`src/rtl/aes_pkg.sv`:
```
// Shared types and constants for the CBC decryption controller and its padding checker.
package aes_pkg;

    localparam int BLOCK_W   = 128;
    localparam int BYTES     = 16;
    localparam int BYTE_W    = 8;
    localparam int LAST_BYTE = BYTES - 1;

    typedef enum logic [1:0] {
        IDLE  = 2'd0,
        START = 2'd1,
        WAIT  = 2'd2,
        OUT   = 2'd3
    } state_t;

    // Byte 0 is the most significant byte of the block.
    function automatic logic [BYTE_W-1:0] get_byte(input logic [BLOCK_W-1:0] blk, input int idx);
        return blk[BLOCK_W-1-BYTE_W*idx -: BYTE_W];
    endfunction

endpackage

```
`src/rtl/pkcs7_check.sv`:
```
// Combinational PKCS#7 padding check; non-final blocks always report 16 valid bytes.
module pkcs7_check
    import aes_pkg::*;
(
    input  logic [BLOCK_W-1:0] i_block,
    input  logic               i_is_last,
    output logic [4:0]         o_bytes,
    output logic               o_pad_err
);

    logic [BYTE_W-1:0] w_pad;
    logic              w_ok;

    assign w_pad = get_byte(i_block, LAST_BYTE);

    always_comb begin
        w_ok = (w_pad >= 8'd1) && (w_pad <= 8'(BYTES));
        // Byte i lies inside the pad region when i >= 16 - p.
        for (int i = 0; i < BYTES; i++) begin
            if ((BYTES - i <= int'(w_pad)) && (get_byte(i_block, i) != w_pad)) begin
                w_ok = 1'b0;
            end
        end
    end

    always_comb begin
        o_bytes   = 5'(BYTES);
        o_pad_err = 1'b0;
        if (i_is_last) begin
            if (w_ok) begin
                o_bytes = 5'(BYTES) - w_pad[4:0];
            end else begin
                o_pad_err = 1'b1;
            end
        end
    end

endmodule

```
`src/rtl/cbc_dec_ctrl.sv`:
```
// CBC-mode decryption controller: drives inv_aes, chains its result with the
// previous ciphertext block and checks/strips PKCS#7 padding on the final block.
module cbc_dec_ctrl
    import aes_pkg::*;
#(
    parameter int TIMEOUT_CYCLES = 64,
    parameter int CNT_W          = 7
) (
    input  logic               clk,
    input  logic               rest,
    input  logic [BLOCK_W-1:0] iv_in,
    input  logic               iv_load,
    input  logic [BLOCK_W-1:0] ct_in,
    input  logic               ct_valid,
    input  logic               ct_last,
    output logic               ct_ready,
    output logic [BLOCK_W-1:0] pt_out,
    output logic               pt_valid,
    output logic               pt_last,
    output logic [4:0]         pt_bytes,
    input  logic               pt_ready,
    output logic               pad_err,
    output logic               timeout_err,
    output logic               core_start,
    output logic [BLOCK_W-1:0] core_ct,
    input  logic [BLOCK_W-1:0] core_pt,
    input  logic               core_done,
    output state_t             dbg_state
);

    // Both streams are valid/ready: a block moves on a rising edge where valid
    // and ready are both high; the source holds its payload while valid waits.

    state_t             r_state, w_state_nxt;
    logic               r_iv_loaded, r_last;
    logic [BLOCK_W-1:0] r_prev_ct, r_core_ct, r_pt_out;
    logic               r_pt_valid, r_pt_last, r_pad_err, r_timeout_err;
    logic [4:0]         r_pt_bytes;
    logic [CNT_W-1:0]   r_cnt;

    logic [CNT_W-1:0]   w_cnt_nxt;
    logic [BLOCK_W-1:0] w_xor;
    logic [4:0]         w_bytes;
    logic               w_pad_err;
    logic               w_ct_hs, w_done_hit, w_timeout_hit, w_pt_hs;

    assign w_xor     = core_pt ^ r_prev_ct;
    assign w_cnt_nxt = r_cnt + CNT_W'(1);

    pkcs7_check u_pkcs7 (
        .i_block   (w_xor),
        .i_is_last (r_last),
        .o_bytes   (w_bytes),
        .o_pad_err (w_pad_err)
    );

    always_comb begin
        w_state_nxt   = r_state;
        w_ct_hs       = 1'b0;
        w_done_hit    = 1'b0;
        w_timeout_hit = 1'b0;
        w_pt_hs       = 1'b0;
        case (r_state)
            IDLE: begin
                if (ct_ready && ct_valid) begin
                    w_ct_hs     = 1'b1;
                    w_state_nxt = START;
                end
            end
            START: w_state_nxt = WAIT;
            WAIT: begin
                // r_cnt+1 counts cycles since core_start; done wins a tie with timeout.
                if (core_done) begin
                    w_done_hit  = 1'b1;
                    w_state_nxt = OUT;
                end else if (w_cnt_nxt == CNT_W'(TIMEOUT_CYCLES - 1)) begin
                    w_timeout_hit = 1'b1;
                    w_state_nxt   = IDLE;
                end
            end
            OUT: begin
                if (pt_ready) begin
                    w_pt_hs     = 1'b1;
                    w_state_nxt = IDLE;
                end
            end
            default: w_state_nxt = IDLE;
        endcase
    end

    always_ff @(posedge clk) begin
        if (rest) begin
            r_state       <= IDLE;
            r_iv_loaded   <= 1'b0;
            r_last        <= 1'b0;
            r_prev_ct     <= '0;
            r_core_ct     <= '0;
            r_pt_out      <= '0;
            r_pt_valid    <= 1'b0;
            r_pt_last     <= 1'b0;
            r_pt_bytes    <= '0;
            r_pad_err     <= 1'b0;
            r_timeout_err <= 1'b0;
            r_cnt         <= '0;
        end else begin
            r_state <= w_state_nxt;
            if (r_state == IDLE && iv_load) begin
                r_prev_ct   <= iv_in;
                r_iv_loaded <= 1'b1;
            end
            if (w_ct_hs) begin
                r_core_ct <= ct_in;
                r_last    <= ct_last;
            end
            if (r_state == START) begin
                r_cnt <= '0;
            end else if (r_state == WAIT) begin
                r_cnt <= w_cnt_nxt;
            end
            if (w_done_hit) begin
                r_pt_out   <= w_xor;
                r_prev_ct  <= r_core_ct;
                r_pt_last  <= r_last;
                r_pt_bytes <= w_bytes;
                r_pad_err  <= w_pad_err;
                r_pt_valid <= 1'b1;
            end
            if (w_timeout_hit) begin
                r_timeout_err <= 1'b1;
                r_iv_loaded   <= 1'b0;
            end
            if (w_pt_hs) begin
                r_pt_valid <= 1'b0;
                if (r_pt_last) begin
                    r_iv_loaded <= 1'b0;
                end
            end
        end
    end

    assign ct_ready    = (r_state == IDLE) && r_iv_loaded && !iv_load;
    assign core_start  = (r_state == START);
    assign core_ct     = r_core_ct;
    assign pt_out      = r_pt_out;
    assign pt_valid    = r_pt_valid;
    assign pt_last     = r_pt_last;
    assign pt_bytes    = r_pt_bytes;
    assign pad_err     = r_pad_err;
    assign timeout_err = r_timeout_err;
    assign dbg_state   = r_state;

endmodule

```
`config.mk`:
```
export PLATFORM = sky130hd
export DESIGN_NAME = cbc_dec_ctrl
export DESIGN_NICKNAME = d
export VERILOG_FILES = /design/src/rtl/aes_pkg.sv /design/src/rtl/pkcs7_check.sv /design/src/rtl/cbc_dec_ctrl.sv
export SDC_FILE = /design/constraint.sdc
export NUM_CORES = 1
export LEC_CHECK = 0
export CAP_MARGIN = 20
export CORE_AREA = 2 2 256 258
export DETAILED_ROUTE_END_ITERATION = 6
export DIE_AREA = 0 0 258 260
export GPL_TIMING_DRIVEN = 0
export PLACE_DENSITY_LB_ADDON = 0.05
export SLEW_MARGIN = 20
export SYNTH_ARGS = -nofsm -noshare
export SYNTH_HDL_FRONTEND = slang
export SYNTH_HIERARCHICAL = 1
export SYNTH_SLANG_ARGS = --single-unit
```
`constraint.sdc`:
```
create_clock -name clk -period 3.75 [get_ports clk]
set_input_delay 0.75 -clock clk [delete_from_list [all_inputs] [get_ports clk]]
set_output_delay 0.75 -clock clk [all_outputs]
set_load 0.01 [all_outputs]
```
=== Word-level counts from Yosys, hierarchy flattened ===
Index checks and enable logic that the tools add are counted.

* Register bits after elaboration: 404
* Input port bits: 391
* Output and inout port bits: 269
* Logic and storage cells: 119

* Add/subtract/negate cells: 2
* $lt $le $gt $ge: 17
* Equality and inequality tests: 22
* Muxes and demuxes: 39
* Bitwise logic cells: 1
* Reduce and logical (&&, ||, !) cells: 26

{| class="wikitable"
|+ Operators with widths
! kind !! count
|-
| 2-to-1 mux 128 bit || 2
|-
| XOR 128 bit || 1
|-
| != test 8 bit || 15
|-
| <= comparator 4 x 8 -> 1 bit, first input constant || 8
|-
| <= comparator 3 x 8 -> 1 bit, first input constant || 4
|-
| 2-to-1 mux 1 bit || 30
|-
| logical AND 1 bit || 20
|-
| <= comparator 2 x 8 -> 1 bit, first input constant || 2
|-
| 2-to-1 mux 5 bit || 2
|-
| greater-or-equal comparator 8 x 1 -> 1 bit, second input constant || 1
|-
| <= comparator 5 x 8 -> 1 bit, first input constant || 1
|-
| <= comparator 8 x 5 -> 1 bit, second input constant || 1
|-
| 2-to-1 mux 2 bit || 4
|-
| case mux 2 bit (4 select lines) || 1
|-
| adder 7 x 1 -> 7 bit, second input constant || 1
|-
| == test 7 x 6 -> 1 bit, second input constant || 1
|-
| subtractor 5 bit, first input constant || 1
|-
| == test 2 bit, second input constant || 2
|-
| != test 2 bit, second input constant || 2
|-
| OR reduction 2 bit || 2
|-
| != test 3 bit, second input constant || 1
|-
| AND reduction 3 bit || 1
|-
| == test 2 x 1 -> 1 bit, second input constant || 1
|-
| zero test 2 bit || 1
|-
| other kinds (2) || 2
|}

=== Longest topological paths before layout ===
* Depth in word-level cells: 20
* Gate-level depth with buffers: 13
* Mapped depth without buffers: 11

=== By module ===
Netlist, hierarchy kept.

{| class="wikitable"
|+ By module, submodules not included
! module !! instances !! cells an instance !! area each (µm²) !! sequential area each (µm²)
|-
| cbc_dec_ctrl || 1 || 2084 || 16525.8 || 8087.8
|-
| pkcs7_check || 1 || 228 || 1741.7 || 0.0
|}

=== Worst setup path before layout ===
OpenSTA, ideal clock, no wires.

* Kind: input to register
* Start: input port core_pt[0]
* End: register r_pt_bytes[4], in the netlist pt_bytes[4]
* Library setup time: 132 ps
* Arrival time: 3912 ps
* Data required time: 3618 ps
* Setup slack: -294 ps
* Cell stages on the path: 13
* Buffers on the path: 2
* Cell sequence: xor2_1 -> buf_1 -> buf_1 -> inv_1 -> ha_1 -> or3b_4 -> a2111oi_2 -> o31ai_1 -> nor4_1 -> or4b_4 -> or3_1 -> nand2_1 -> a21oi_1

* Cells in the longest elaborated chain, start to end: 20
* Elaborated cells on any way between the ends: 67
* Those cells by class: 1 x add/sub; 17 x order compare; 15 x eq/ne; 17 x mux; 1 x bitwise; 16 x reduce/logical

{| class="wikitable"
|+ RTL lines
! item !! line !! RTL
|-
| start: declaration || cbc_dec_ctrl.sv:26 || <nowiki>input logic [BLOCK_W-1:0] core_pt,</nowiki>
|-
| XOR 128 bit * || cbc_dec_ctrl.sv:47 || <nowiki>assign w_xor = core_pt ^ r_prev_ct;</nowiki>
|-
| greater-or-equal comparator 8 x 1 -> 1 bit (tied with other cells) || pkcs7_check.sv:17 || <nowiki>w_ok = (w_pad >= 8'd1) && (w_pad <= 8'(BYTES));</nowiki>
|-
| logical AND 1 bit, on equally long branches || pkcs7_check.sv:17, pkcs7_check.sv:20 ||
|-
| 2-to-1 mux 1 bit (15 in a row) || pkcs7_check.sv:20 || <nowiki>if ((BYTES - i <= int'(w_pad)) && (get_byte(i_block, i) != w_pad)) begin</nowiki>
|-
| 2-to-1 mux 5 bit * || pkcs7_check.sv:30 || <nowiki>if (w_ok) begin</nowiki>
|-
| 2-to-1 mux 5 bit * || pkcs7_check.sv:29 || <nowiki>if (i_is_last) begin</nowiki>
|-
| named net w_bytes[4] || cbc_dec_ctrl.sv:43 || <nowiki>logic [4:0] w_bytes;</nowiki>
|-
| end signal: assignment || cbc_dec_ctrl.sv:124 || <nowiki>r_pt_bytes <= w_bytes;</nowiki>
|-
| end: declaration || cbc_dec_ctrl.sv:38 || <nowiki>logic [4:0] r_pt_bytes;</nowiki>
|}

Mark *: on every way through the listed nets, which the timed path passes. The rest lies on a longest branch.
A chain may end at the register's enable or synchronous reset.

=== Worst setup path in the final report ===
* Start: input port core_pt[4]
* End: register r_pt_bytes[4], in the netlist pt_bytes[4]

* Cells in the longest elaborated chain, start to end: 20
* Elaborated cells on any way between the ends: 67
* Those cells by class: 1 x add/sub; 17 x order compare; 15 x eq/ne; 17 x mux; 1 x bitwise; 16 x reduce/logical

{| class="wikitable"
|+ RTL lines
! item !! line !! RTL
|-
| XOR 128 bit * || cbc_dec_ctrl.sv:47 ||
|-
| named net w_xor[4] || cbc_dec_ctrl.sv:42 || <nowiki>logic [BLOCK_W-1:0] w_xor;</nowiki>
|-
| greater-or-equal comparator 8 x 1 -> 1 bit (tied with other cells) || pkcs7_check.sv:17 ||
|-
| logical AND 1 bit, on equally long branches || pkcs7_check.sv:17, pkcs7_check.sv:20 ||
|-
| 2-to-1 mux 1 bit (15 in a row) || pkcs7_check.sv:20 ||
|-
| 2-to-1 mux 5 bit * || pkcs7_check.sv:30 ||
|-
| 2-to-1 mux 5 bit * || pkcs7_check.sv:29 ||
|-
| named net w_bytes[4] || cbc_dec_ctrl.sv:43 ||
|}

Marked as above.

==> implementation parameters <==
Parameter                              Value

Synthesis
  Area share of the largest cell type after synthesis    44.3%
  Number of flip-flops and latches in the synthesized netlist    404
  Share of synthesized registers carrying an async set or reset    0%
  Most common library cells after synthesis    sky130_fd_sc_hd__nand2_1, sky130_fd_sc_hd__dfxtp_1, sky130_fd_sc_hd__a21oi_1, sky130_fd_sc_hd__xor2_1, sky130_fd_sc_hd__nor2_1
  Count of flip-flops with a built-in enable after synthesis    0
  Post-synthesis area per instance    7.90 µm²
  Count of warnings emitted by yosys    6
  Main combinational cell family by area after synthesis    simple AND/OR/NAND/NOR gates
  Post-synthesis xor/xnor area fraction    12.0%
  Dominant cell type by area after synthesis    sky130_fd_sc_hd__dfxtp_1
  Most frequent cell after synthesis    sky130_fd_sc_hd__nand2_1
  Post-synthesis net count    2709
  Share of the synthesized area in compound gates (AO/OA/AOI/OAI)    15.8%
  Combined area of all synthesized cells    18300 µm²
  Register area share after synthesis    44.3%
  Post-synthesis instance total    between 2000 and 2500
  Mux cell area share after synthesis    0.164%
  Fraction of the mapped netlist area in adder cells    0.411%
  Area share of and/or/nand/nor cells after synthesis    22.1%
  Distinct cell type count of the synthesized netlist    56
  Ranking of synthesized cells by area    sky130_fd_sc_hd__dfxtp_1, sky130_fd_sc_hd__nand2_1, sky130_fd_sc_hd__xor2_1
  Most instantiated flip-flop cell in the synthesis netlist    sky130_fd_sc_hd__dfxtp_1

Global routing
  Overall overflow remaining after global route    0
  Antenna violations before repair    6
  Global-route wire length before repair    126 mm
  Pin count of the biggest net entering global routing    20
  Vias in the first global route    18788
  Overall track demand over capacity in global routing    between 20% and 30%

CTS
  Number of levels in the clock H-tree    2
  Bufs on Longest Clock Path    3
  Clock tree from TritonCTS    done
  Root buf cell    sky130_fd_sc_hd__clkbuf_16
  Post-CTS clock slew at the launch and capture registers of the worst setup and hold paths    0.06 ns
  Clock buffer count from CTS    49
  Worst skew pair latency    0.59 ns
  CTS Sinks    404

Route
  Via density per instance    ~4.8
  Routed wirelength normalized by instance count    22.6 µm
  Overall via count from detail_route    18763
  Antenna Violating Nets Remaining    0
  Initial DRC count    about 1000
  Total Wirelength    88.3 mm
  Number of remaining DRC errors    0
  First-pass iteration count of the detailed router    5

Worst setup path
  Kind of capture point of the worst setup path    flop
  Worst setup path category    in -> reg
  Delay of the slowest cell on the worst path    0.57 ns
  Startpoint of the lowest-slack register-to-register path    r_prev_ct[0]
  Crit-path max FO    5
  Data arrival at the endpoint of the critical path    around 4.1 ns
  Required time of the worst setup path    4.19 ns
  Setup slack, reg-to-reg    0.17 ns
  Startpoint type of the worst setup path    primary input
  Library cell contributing the largest single delay on the critical path    sky130_fd_sc_hd__or4b_4
  Crit-path cells    clkdlybuf4s50_1 > xor2_1 > clkbuf_8 > buf_12 > xor2_1 > nor4_1 > a22oi_1 > nor4_1 > or4b_4 > or3_1 > nand2_1 > a21oi_1
  Number of cells traversed by the worst register-to-register path    12
  Endpoint of the worst-slack reg-to-reg timing path    pt_bytes[4]

Timing
  Fin crit share    97.4%
  Worst clock skew    around 0.016 ns
  Worst-Margin Slew    1.19 ns
  Final critical-path required period    around 3.7 ns
  Achievable clock frequency    274 MHz
  Worst Hold Slack    0.452 ns
  Final Max Tran Viols    0
  Worst slew margin relative to its limit    approximately a fifth
  Number of hold violations in the final report    0
  Setup repair after global routing missed its margin    no
  Final setup violation count    0

Floorplanning
  I/O pin count    660
  Initial Utilization    28.5%
  Total number of placement rows    93
  Full die area    around 67000 µm²
  Height of the die    approximately 260 µm
  Area of the placeable core    about 64000 µm²
  Die outline width    258 µm

Pwr
  Leakage power of the design    10.0 nW
  Power per cell area    412 nW/µm²
  Worst VDD drop    0.316 mV

Placed design
  Weighted congestion at the end of routability-driven global placement    0.877
  Number of buffer cells added on primary ports    658
  Placed Area    26000 µm²
  Number of placed instances, taps included    3825
  Post-DP HPWL    68.9 mm

Worst hold path
  Endpoint of the worst hold path    pt_out[66]
  Type of the most critical hold path    reg -> reg
  Critical hold path startpoint    pt_out[66]
  Worst Hold Path Cells    2

Finish
  Layout Nets    between 3000 and 4000
  Finished Layout Cells    3917
  Layout overhead on the synthesized area    52.0%
  Cell area after layout    27800 µm²
  Number of filler cells placed in the layout    6517
  Final core utilization    43.3%
  Share of post-route cells with drive strength above 1    slightly below 7%

Job
  Number of max-cap violations    0

Outcome
  Result of the run    finished clean
[where the power goes]
group	total [mW]	leakage, nW	switching [mW]	internal (mW)
logic	2.22	5.98	1.18	1.04
registers	4.63	3.29	0.142	4.48
clock network	4.59	0.737	1.92	2.67
total	11.4	10.0	3.24	8.19
[cell type report]
class	count	area (µm²)	area share, %
multi-input cells	1717	9350	33.7
flip-flops and latches	404	8090	29.1
repair buffers	667	6680	24.1
clock buffers	78	1480	5.32
well taps	855	1070	3.85
plain buffers	182	1040	3.76
inverters	7	26.3	0.0946
clock inverters	4	23.8	0.0856
diodes	3	7.51	0.0270
[per-layer routing]
| metal | part of all wire, % | track usage, % | vias to the layer above | wire length (µm) |
|---|---|---|---|---|
| met2 | 48 | 43.7 | 609 | 42800 |
| met1 | 41 | 30.7 | 8865 | 36500 |
| met5 | 0.024 | 0 | - | 21 |
| met4 | 2.9 | 8.22 | 4 | 2590 |
| met3 | 7.2 | 6.79 | 135 | 6390 |
| li1 | - | - | 9150 | - |
[worst max-delay path, delay by kind of cell]
kind / cells / cell delay (ns)
AOI/OAI and AO/OA: 2 / 0.26
and+or+nand+nor: 5 / 1.82
buffers and inverters: 3 / 0.85
xor gates and xnor gates: 2 / 0.41
[sequential cells by signal, indices dropped and copies added (netlist names)]
register     count
dbg_state        2
r_iv_loaded      1
pt_bytes         5
pt_out         128
pt_last          1
r_last           1
core_ct        128
r_cnt            7
pt_valid         1
r_prev_ct      128
pad_err          1
timeout_err      1
[metrics by stage]
stage / total power [mW] / setup TNS [ns] / setup WS [ns]
floorplan: 5.77 / 0 / 0.0208
global placement: 6.85 / -11.21 / -2.04
detailed placement: 6.87 / -11.42 / -2.09
CTS: 11.5 / 0 / 0.00166
global route: 11.9 / 0 / 0.00943
finish: 11.4 / 0 / 0.0971
[logic make-up (layout without fill, tap and decap cells)]
kind of cell / count (synthesis) / count (layout)
compound gates: 446 / 446
xor+xnor: 251 / 251
fa+ha+maj: 6 / 6
buf+inv: 191 / 938
flops: 404 / 404
mux: 3 / 3
other cells: 0 / 3
simple gates: 1011 / 1011
[how the worst max path moves through the flow]
stage                           from     endpoint  slack (ns)  cells after the start
after floorplan           core_pt[1]  pt_bytes[4]        0.02                     13
after global placement    core_pt[3]  pt_bytes[3]       -2.04                     13
after detailed placement  core_pt[3]  pt_bytes[3]       -2.09                     13
after CTS                 core_pt[3]  pt_bytes[4]       0.002                     13
after global routing      core_pt[2]  pt_bytes[3]       0.009                     13
final                     core_pt[4]  pt_bytes[4]         0.1                     12
[what timing repair did]
item	in CTS	in global routing
resized for setup	35	25
buffers inserted	2	7
cloned	0	0
setup endpoints to repair	6	4
pin swaps	1	3
hold buffers	0	0
[placed cells by master (no fill, tap or decap), drive strengths merged, types with 4 or more instances in the layout]
master         synthesis  routed
nand2                794     794
clkdlybuf4s50          0     656
dfxtp                404     404
a21oi                275     275
xor2                 161     161
clkbuf                84     157
nor2                 141     141
a311oi               128     128
buf                  100     112
xnor2                 90      90
nand4                 23      23
nor4                  16      16
o21ai                  9       9
inv                    7       8
nor2b                  7       7
ha                     6       6
nor3                   6       6
o211ai                 5       5
nand3                  4       4
o21bai                 4       4
nor4b                  4       4
Power figures use the tool's default switching activity.
